**src/rtl/rx_frame_sync_if.sv**
```systemverilog
`default_nettype none
// ============================================================================
//  Module      : rx_frame_sync_if
//  Description : Bundle between the CDR/FIFO side and the frame synchroniser.
//                master : CDR/FIFO side (drives bit stream and FIFO full,
//                         observes the synchroniser outputs)
//                slave  : the synchroniser itself
//  Signals     : i_data/i_flag   recovered bit and its one-cycle strobe
//                i_full          output FIFO full
//                o_wr/o_nibble   FIFO write strobe and payload nibble
//                o_len           length of current/last frame in bytes
//                o_busy          synchroniser is not hunting
//                o_frame_done    pulse after the last payload nibble
//                o_err           pulse on SFD mismatch, zero length, timeout
//                o_overflow      sticky: a nibble was dropped on FIFO full
//  Revision    : 1.0  initial release
// ============================================================================
interface rx_frame_sync_if;
    logic       i_data;
    logic       i_flag;
    logic       i_full;
    logic       o_wr;
    logic [3:0] o_nibble;
    logic [6:0] o_len;
    logic       o_busy;
    logic       o_frame_done;
    logic       o_err;
    logic       o_overflow;

    modport master (
        output i_data, i_flag, i_full,
        input  o_wr, o_nibble, o_len, o_busy, o_frame_done, o_err, o_overflow
    );

    modport slave (
        input  i_data, i_flag, i_full,
        output o_wr, o_nibble, o_len, o_busy, o_frame_done, o_err, o_overflow
    );
endinterface
`default_nettype wire

```
**src/rtl/rx_frame_sync.sv**
```systemverilog
`default_nettype none
// ============================================================================
//  Module      : rx_frame_sync
//  Description : Receive-path frame synchroniser. Hunts for a run of zero
//                bits followed by the start-of-frame delimiter, extracts the
//                7-bit length byte and writes exactly 2*length payload
//                nibbles (low nibble of each byte first) to the output FIFO.
//                Malformed frames, stalls and FIFO overflow are flagged.
//  Ports       : i_clk       clock, rising edge
//                i_rst_n     asynchronous active-low reset
//                bus         rx_frame_sync_if.slave (bit stream in, FIFO
//                            write and status out; all outputs registered)
//  Revision    : 1.0  initial release
// ============================================================================
module rx_frame_sync #(
    parameter int         PREAMBLE_MIN = 24,
    parameter logic [7:0] SFD_BYTE     = 8'hA7,
    parameter int         TIMEOUT      = 1024
) (
    input  logic           i_clk,
    input  logic           i_rst_n,
    rx_frame_sync_if.slave bus
);

    localparam int c_ZERO_W = $clog2(PREAMBLE_MIN + 1);
    localparam int c_TIME_W = $clog2(TIMEOUT + 1);
    localparam logic [c_ZERO_W-1:0] c_ZERO_MAX = c_ZERO_W'(PREAMBLE_MIN);
    localparam logic [c_TIME_W-1:0] c_TIME_MAX = c_TIME_W'(TIMEOUT);

    typedef enum logic [1:0] {
        HUNT    = 2'd0,
        SFD     = 2'd1,
        LEN     = 2'd2,
        PAYLOAD = 2'd3
    } state_t;

    state_t                r_state, w_nextState;
    logic [c_ZERO_W-1:0]   r_zeroCnt, w_zeroCnt;
    logic [c_TIME_W-1:0]   r_timeCnt, w_timeCnt;
    // Holds the last 7 received bits; the newest bit enters at bit 6 so that
    // {i_data, r_shift} is the completed byte with the first bit in bit 0.
    logic [6:0]            r_shift, w_shift;
    logic [2:0]            r_bitCnt, w_bitCnt;
    logic [7:0]            r_nibCnt, w_nibCnt;

    logic                  r_wr, w_wr;
    logic [3:0]            r_nibble, w_nibble;
    logic [6:0]            r_len, w_len;
    logic                  r_busy;
    logic                  r_done, w_done;
    logic                  r_err, w_err;
    logic                  r_ovf, w_ovf;

    logic [7:0]            w_byte;

    assign w_byte = {bus.i_data, r_shift};

    // ------------------------------------------------------------------
    // State and output registers
    // ------------------------------------------------------------------
    always_ff @(posedge i_clk or negedge i_rst_n) begin
        if (!i_rst_n) begin
            r_state   <= HUNT;
            r_zeroCnt <= '0;
            r_timeCnt <= '0;
            r_shift   <= '0;
            r_bitCnt  <= '0;
            r_nibCnt  <= '0;
            r_wr      <= 1'b0;
            r_nibble  <= '0;
            r_len     <= '0;
            r_busy    <= 1'b0;
            r_done    <= 1'b0;
            r_err     <= 1'b0;
            r_ovf     <= 1'b0;
        end else begin
            r_state   <= w_nextState;
            r_zeroCnt <= w_zeroCnt;
            r_timeCnt <= w_timeCnt;
            r_shift   <= w_shift;
            r_bitCnt  <= w_bitCnt;
            r_nibCnt  <= w_nibCnt;
            r_wr      <= w_wr;
            r_nibble  <= w_nibble;
            r_len     <= w_len;
            // Busy follows the next state so it drops together with the
            // done/error pulse and rises right after the first SFD bit.
            r_busy    <= (w_nextState != HUNT);
            r_done    <= w_done;
            r_err     <= w_err;
            r_ovf     <= w_ovf;
        end
    end

    // ------------------------------------------------------------------
    // Next-state and output decode
    // ------------------------------------------------------------------
    always_comb begin
        w_nextState = r_state;
        w_zeroCnt   = r_zeroCnt;
        w_timeCnt   = r_timeCnt;
        w_shift     = r_shift;
        w_bitCnt    = r_bitCnt;
        w_nibCnt    = r_nibCnt;
        w_wr        = 1'b0;
        w_nibble    = r_nibble;
        w_len       = r_len;
        w_done      = 1'b0;
        w_err       = 1'b0;
        w_ovf       = r_ovf;

        if (r_state == HUNT) begin
            w_timeCnt = '0;
            if (bus.i_flag) begin
                if (!bus.i_data) begin
                    if (r_zeroCnt != c_ZERO_MAX) begin
                        w_zeroCnt = r_zeroCnt + c_ZERO_W'(1);
                    end
                end else if (r_zeroCnt == c_ZERO_MAX) begin
                    // This 1 bit is already the first SFD bit.
                    w_nextState = SFD;
                    w_shift     = {1'b1, 6'b0};
                    w_bitCnt    = 3'd1;
                    w_zeroCnt   = '0;
                end else begin
                    w_zeroCnt = '0;
                end
            end
        end else if (r_timeCnt == c_TIME_MAX) begin
            // Timeout has priority over a bit arriving in the same cycle.
            w_err       = 1'b1;
            w_nextState = HUNT;
            w_timeCnt   = '0;
            w_bitCnt    = '0;
        end else if (!bus.i_flag) begin
            w_timeCnt = r_timeCnt + c_TIME_W'(1);
        end else begin
            w_timeCnt = '0;
            w_shift   = {bus.i_data, r_shift[6:1]};
            w_bitCnt  = r_bitCnt + 3'd1;
            case (r_state)
                SFD: begin
                    if (r_bitCnt == 3'd7) begin
                        w_bitCnt = '0;
                        if (w_byte == SFD_BYTE) begin
                            w_nextState = LEN;
                            w_ovf       = 1'b0;
                        end else begin
                            w_err       = 1'b1;
                            w_nextState = HUNT;
                        end
                    end
                end
                LEN: begin
                    if (r_bitCnt == 3'd7) begin
                        w_bitCnt = '0;
                        if (w_byte[6:0] == 7'd0) begin
                            w_err       = 1'b1;
                            w_nextState = HUNT;
                        end else begin
                            w_len       = w_byte[6:0];
                            w_nibCnt    = {w_byte[6:0], 1'b0};
                            w_nextState = PAYLOAD;
                        end
                    end
                end
                PAYLOAD: begin
                    if (r_bitCnt == 3'd3) begin
                        w_bitCnt = '0;
                        w_nibble = {bus.i_data, r_shift[6:4]};
                        w_nibCnt = r_nibCnt - 8'd1;
                        // A dropped nibble still counts toward the frame.
                        if (bus.i_full) begin
                            w_ovf = 1'b1;
                        end else begin
                            w_wr  = 1'b1;
                        end
                        if (r_nibCnt == 8'd1) begin
                            w_done      = 1'b1;
                            w_nextState = HUNT;
                        end
                    end
                end
                default: begin
                    w_nextState = HUNT;
                end
            endcase
        end
    end

    assign bus.o_wr         = r_wr;
    assign bus.o_nibble     = r_nibble;
    assign bus.o_len        = r_len;
    assign bus.o_busy       = r_busy;
    assign bus.o_frame_done = r_done;
    assign bus.o_err        = r_err;
    assign bus.o_overflow   = r_ovf;

endmodule
`default_nettype wire

```
**src/flat_wrapper.sv**
```systemverilog
// flat-port wrapper written by rule: the top's interface ports become plain ports
module rx_frame_sync_flat 
#(
    parameter int         PREAMBLE_MIN = 24,
    parameter logic [7:0] SFD_BYTE     = 8'hA7,
    parameter int         TIMEOUT      = 1024
)
  (i_clk, i_rst_n, bus_i_data, bus_i_flag, bus_i_full, bus_o_wr, bus_o_nibble, bus_o_len, bus_o_busy, bus_o_frame_done, bus_o_err, bus_o_overflow);
  rx_frame_sync_if bus_i ();
  input  logic i_clk;
  input  logic i_rst_n;
  input wire logic [$bits(bus_i.i_data)-1:0] bus_i_data;
  input wire logic [$bits(bus_i.i_flag)-1:0] bus_i_flag;
  input wire logic [$bits(bus_i.i_full)-1:0] bus_i_full;
  output wire logic [$bits(bus_i.o_wr)-1:0] bus_o_wr;
  output wire logic [$bits(bus_i.o_nibble)-1:0] bus_o_nibble;
  output wire logic [$bits(bus_i.o_len)-1:0] bus_o_len;
  output wire logic [$bits(bus_i.o_busy)-1:0] bus_o_busy;
  output wire logic [$bits(bus_i.o_frame_done)-1:0] bus_o_frame_done;
  output wire logic [$bits(bus_i.o_err)-1:0] bus_o_err;
  output wire logic [$bits(bus_i.o_overflow)-1:0] bus_o_overflow;
  assign bus_i.i_data = bus_i_data;
  assign bus_i.i_flag = bus_i_flag;
  assign bus_i.i_full = bus_i_full;
  assign bus_o_wr = bus_i.o_wr;
  assign bus_o_nibble = bus_i.o_nibble;
  assign bus_o_len = bus_i.o_len;
  assign bus_o_busy = bus_i.o_busy;
  assign bus_o_frame_done = bus_i.o_frame_done;
  assign bus_o_err = bus_i.o_err;
  assign bus_o_overflow = bus_i.o_overflow;
  rx_frame_sync #(.PREAMBLE_MIN(PREAMBLE_MIN), .SFD_BYTE(SFD_BYTE), .TIMEOUT(TIMEOUT)) u_core (.i_clk(i_clk), .i_rst_n(i_rst_n), .bus(bus_i));
endmodule
```
**config.mk**
```make
export PLATFORM = sky130hd
export DESIGN_NAME = rx_frame_sync_flat
export DESIGN_NICKNAME = d
export VERILOG_FILES = /design/src/rtl/rx_frame_sync_if.sv /design/src/rtl/rx_frame_sync.sv /design/src/flat_wrapper.sv
export SDC_FILE = /design/constraint.sdc
export NUM_CORES = 1
export LEC_CHECK = 0
export CORE_AREA = 8 8 106 108
export DETAILED_ROUTE_END_ITERATION = 12
export DIE_AREA = 0 0 114 116
export PLACE_DENSITY = 0.56
export SYNTH_ARGS = -nofsm -noshare
export SYNTH_HDL_FRONTEND = slang
export SYNTH_SLANG_ARGS = --single-unit
```
**constraint.sdc**
```tcl
create_clock -name i_clk -period 1.9 [get_ports i_clk]
set_input_delay 0.38 -clock i_clk [delete_from_list [all_inputs] [get_ports i_clk]]
set_output_delay 0.38 -clock i_clk [all_outputs]
set_load 0.05 [all_outputs]
```
; Word-level counts from Yosys, hierarchy flattened
; Index checks and enable logic that the tools add are counted.
[op_classes]
muxes = 62
reduce_logical = 15
eq_ne = 20
bitwise_logic = 3
add_sub_neg = 4
[ops]
columns = cell, count
row1 = $mux W7, 6
row2 = $mux W11, 3
row3 = $mux W2, 12
row4 = $mux W3, 8
row5 = $mux W8, 3
row6 = $mux W1, 23
row7 = $pmux W8 S2, 1
row8 = $add A11 B1 Y11 const B, 1
row9 = $eq A11 B11 Y1 const B, 1
row10 = $mux W5, 2
row11 = $ne A2 B1 Y1 const B, 5
row12 = $ne A2 B2 Y1 const B, 5
row13 = $reduce_and A5 Y1, 2
row14 = $reduce_bool A2 Y1, 5
row15 = $eq A8 B1 Y1 const B, 1
row16 = $eq A8 B8 Y1 const B, 1
row17 = $reduce_and A8 Y1, 1
row18 = $sub A8 B1 Y8 const B, 1
row19 = $logic_not A7 Y1, 1
row20 = $reduce_and A7 Y1, 1
row21 = $pmux W2 S3, 1
row22 = $pmux W3 S2, 1
row23 = $reduce_and A6 Y1, 1
row24 = $add A5 B1 Y5 const B, 1
row25 = 13 further kinds, 17
[totals]
wordCells = 117
out_inout_bits = 16
regBits = 52
input_bits = 5

; Logic depth before layout (Yosys ltp)
[logic_depth]
depth_word = 8
depth_mapped = 8
depth_no_buf = 7

; Worst setup path before layout
; OpenSTA, ideal clock, no wires.
[synth_timing]
kind = register to register
startpoint = register u_core.r_state[0]
endpoint = register u_core.r_nibble[0] (netlist: u_core.bus.o_nibble[0])
slack_ns = -0.054
path_stages_with_launch = 8
setup_time_ns = 0.125
n_path_buf = 1
t_arrival_ns = 1.829
period_less_slack_ns = 1.954
required_ns = 1.775
cell_sequence = dfrtp_1 inv_1 ha_1 nand2b_1 a31oi_4 and3_1 clkbuf_1 mux2_2
[synth_via]
elab_chain_cells = 3
word_cells_on_any_way = 4
cone_classes = 1 x eq/ne / 1 x bitwise / 2 x reduce/logical
[synth_rtl]
columns = element, line
row1 = from (decl), rx_frame_sync.sv:37  ; state_t r_state, w_nextState;
row2 = from (signal assigned), rx_frame_sync.sv:77  ; r_state <= w_nextState;
row3 = $logic_not A2 Y1, rx_frame_sync.sv:112  ; if (r_state == HUNT) begin
row4 = $not A1 Y1 (no line), n/a
row5 = $reduce_and A5 Y1 (no line) (*), n/a
row6 = to (signal assigned), rx_frame_sync.sv:84  ; r_nibble <= w_nibble;
row7 = to (decl), rx_frame_sync.sv:47  ; logic [3:0] r_nibble, w_nibble;
; Mark *: on every way between the ends. The rest lies on a longest branch, timed or not.
; A chain may end at the register's enable or synchronous reset.

; Worst setup path after layout
[layout_timing]
startpoint = register u_core.r_timeCnt[1]
endpoint = register u_core.r_shift[3]
[layout_via]
elab_chain_cells = 3
word_cells_on_any_way = 4
cone_classes = 2 x eq/ne / 2 x reduce/logical
[layout_rtl]
columns = element, line
row1 = from (decl), rx_frame_sync.sv:39  ; logic [c_TIME_W-1:0] r_timeCnt, w_timeCnt;
row2 = from (signal assigned), rx_frame_sync.sv:79  ; r_timeCnt <= w_timeCnt;
row3 = $eq A11 B11 Y1 (*), rx_frame_sync.sv:129  ; end else if (r_timeCnt == c_TIME_MAX) begin
row4 = $ne A2 B1 Y1 (no line) or $reduce_bool A2 Y1 (tied branches), n/a
row5 = $reduce_and A5 Y1 (no line) (*), n/a
row6 = to (signal assigned), rx_frame_sync.sv:80  ; r_shift <= w_shift;
row7 = to (decl), rx_frame_sync.sv:42  ; logic [6:0] r_shift, w_shift;
; Marked as above.

==> impl_results.md <==
- Routed WL: approximately 6400 um
- Worst Reg-to-Reg Cells: 8
- Clk root buf: clkbuf_8
- Core footprint: about 9500 um^2
- Critical path class: reg -> reg
- Ys async rst share: 100%
- CP Capture Type: flop
- Largest net degree at the start of global routing: 53
- Reg2Reg Launch Point: u_core.r_timeCnt[1]
- Global-route usage over all layers: around a tenth
- Clk slew on worst S/H paths: about 110 ps
- F_max: 0.531 GHz
- Cells along the critical path: inv_1, ha_2, nor4b_4, buf_4, and4b_4, nor3_2, or2_4, a22o_1
- Vias per cell: 4.65
- Slowest CP cell: dfrtp_1
- CP bufs+invs: 2
- Total gr overflow: 0
- Register bit total from synthesis: 52
- Io pins: 21
- Total power: ~2200 uW
- Post-Layout Cell Count: approximately 480
- Die Span X: approximately 110 um
- Largest stage delay on the critical path: 390 ps
- Fillers: between 900 and 1,000
- Mapped Avg Cell Area: between 10 and 15 um^2
- Number of synthesized flops with an enable pin: 0
- Syn Nets: roughly 300
- Synth Flop Type: dfrtp_1
- Mapped Area: 2770 um^2
- Pre-antenna DRT Iters: 4
- WHS: between 30 and 40 ps
- Mapped Cells: roughly 280
- R2R Setup Slk: 20 ps
- Status: completed
- Ys Warns: 0
- Hold Path Class: in -> async
- First-pass GRT wire length: around 11,000 um
- DRT antenna net count: 0
- Antenna violations before repair: 0
- DR DRC count: 0
- Die height: 116 um
- VDD IR max: approximately 440 uV
- Final RePlAce weighted congestion: about 0.79
- Num CTS Buffers: 5
- Cell Rows: 36
- Cell variety after synth: 53
- Minimum clock period after layout: approximately 1900 ps
- Clock tree buffer depth: 2
- Vias in the first global route: between 2,000 and 2,500
- Setup WS pre-CTS: -155 ps
- Area Growth Syn to Fin: 35.1%
- Worst skew pair latency: 320 ps
- WL/cell: 13.2 um
- Startpoint types: flop
- Register area share after synthesis: around 47%
- CP required: approximately 2100 ps
- Clk_skew: 15.7 ps
- Crit path DAT: ~2100 ps
- Ant diodes: 0
- Power per cell area: around 600 nW/um^2
- Nets: about 370
- Placed cell count: between 400 and 500
- TritonCTS clock tree: done
- Port Buffers: 20
- Max_cap viols: 0
- Share of cells above drive strength 1: a little under a third
- Slew @ Worst Pin: 509 ps
- Dpl hpwl: roughly 4600 um
- CP max FO: 7
- Final setup vio count: 0
- P_leak: between 0.0015 and 0.002 uW
- Starting Density: 29.0%
- Die area: around 13,000 um^2
- Top delay family on crit path: simple AND/OR/NAND/NOR gates
- Detailed-route via count: 2,249
- Initial DRC Count: between 80 and 90
- RR Endpoint: u_core.r_shift[3]
- Final Cycle Share: between 90 and 100%
- Post-route worst setup slack: 17.8 ps
- Max Slew Vio Count: 0
- Final hold viol count: 0
- Max transition margin: between 60% and 70%
- Utilization after layout: about 40%
- RSZ-0062 raised after global routing: true
- H-tree depth: 2
- Clk sinks: 52
## Yosys cell counts (2+ instances only)
cell / number / area [um^2]
xnor2_1: 4 / 35.0
a22o_1: 9 / 78.8
nand2_1: 30 / 113
ha_1: 14 / 175
nand4_1: 3 / 18.8
a21o_1: 2 / 15.0
dfrtp_1: 52 / 1300
or3_1: 3 / 18.8
mux2_2: 11 / 124
nand3_1: 11 / 55.1
nor3_1: 7 / 35.0
inv_1: 16 / 60.1
a31oi_1: 5 / 31.3
a211o_1: 2 / 17.5
nor2b_1: 3 / 18.8
or4_1: 3 / 22.5
nor4b_4: 2 / 47.6
clkbuf_1: 5 / 18.8
nor4_1: 3 / 18.8
o21ai_0: 13 / 65.1
and3_1: 4 / 25.0
buf_2: 2 / 10.0
a21oi_1: 10 / 50.1
nand2b_1: 4 / 25.0
o21a_1: 3 / 22.5
nor2_1: 26 / 97.6
xor2_1: 3 / 26.3
## final cells by class
type	instances	area, um^2	area share [%]
tap	133	166	4.45
timing repair buffer	77	653	17.5
sequential	52	1300	34.8
inverter	16	60.1	1.61
clock inverter	3	27.5	0.737
multi-input combinational	198	1460	39.0
clock buffer	5	68.8	1.84
## state kept, by name (all words and copies together) (netlist names)
register                 count
u_core.bus.o_overflow        1
u_core.bus.o_len             7
u_core.r_timeCnt            11
u_core.bus.o_frame_done      1
u_core.bus.o_busy            1
u_core.bus.o_wr              1
u_core.r_state               2
u_core.r_nibCnt              8
u_core.bus.o_err             1
u_core.r_bitCnt              3
u_core.bus.o_nibble          4
u_core.r_shift               7
u_core.r_zeroCnt             5
## routing by layer
layer | vias up | routed length [um] | part of all wire, % | track usage, %
li1 | 1126 | - | - | -
met3 | 4 | 265 | 4.2 | 2.45
met1 | 1092 | 2980 | 47 | 12.2
met2 | 27 | 3100 | 49 | 17.7
met4 | 0 | 38 | 0.60 | 2.13
met5 | - | 0 | 0 | 0
## cell usage in the layout, fill, tap and decap left out, types with 3 or more instances in the layout
master,n
a21oi_1,9
a22o_1,9
a31oi_1,5
buf_4,59
buf_6,4
clkbuf_8,5
clkdlybuf4s50_1,4
dfrtp_1,52
dlymetal6s2s_1,6
ha_1,9
ha_2,4
inv_1,16
mux2_2,10
nand2_1,29
nand2b_1,3
nand3_1,10
nand4_1,3
nor2_1,25
nor2b_1,3
nor3_1,7
o21a_1,3
o21ai_0,11
or3_1,3
xnor2_1,4
xor2_1,3
## worst register-to-register path, delay by kind of cell (launching register included)
| kind | cells | cell delay, ps |
|---|---|---|
| AND/OR/NAND/NOR | 4 | 830 |
| adder cells (fa/ha/maj) | 1 | 160 |
| AO/OA/AOI/OAI | 1 | 190 |
| buffers and inverters | 2 | 240 |
| flip-flops | 1 | 390 |
## power by group
part	internal, uW	switching (uW)
Combinational	177	199
Clock	272	419
Sequential	1150	20.4
## how the worst max path moves through the flow
| stage | end | slack, ps | cells past startpoint | from |
|---|---|---|---|---|
| after global routing | u_core.r_shift[4] | -100 | 8 | u_core.r_timeCnt[0] |
| after CTS | u_core.bus.o_busy | -40 | 8 | u_core.r_timeCnt[0] |
| after global placement | u_core.bus.o_nibble[2] | -130 | 5 | bus_i_flag |
| after detailed placement | u_core.bus.o_nibble[3] | -160 | 5 | bus_i_flag |
| after floorplan | u_core.bus.o_nibble[0] | 5 | 7 | u_core.r_state[0] |
| final | u_core.r_shift[3] | 20 | 8 | u_core.r_timeCnt[1] |
## per-stage QoR
stage               TNS [ps]  instance area [um^2]
global placement       -1350                  3430
detailed placement     -1660                  3430
global route            -722                  3740
CTS                    -41.5                  3560
floorplan                  0                  2770
finish                     0                  3740
## timing repair
item                       in CTS  in global routing
pin swaps                       1                 10
gates resized for setup         4                 32
hold buffers                    0                  0
cloned                          0                  1
setup buffers                   1                  7
setup endpoints to repair       7                 29
## logic make-up (layout without fill, tap and decap cells)
logic type	after synthesis	after routing	synth area share, %
buffers and inverters	26	101	4.03
and+or+nand+nor	109	109	21.1
DFF	52	52	47.1
AOI/OAI and AO/OA	56	56	14.4
muxes	12	12	4.84
xor gates and xnor gates	7	7	2.22
adders and majority gates	14	14	6.33
Power figures use the tool's default switching activity.
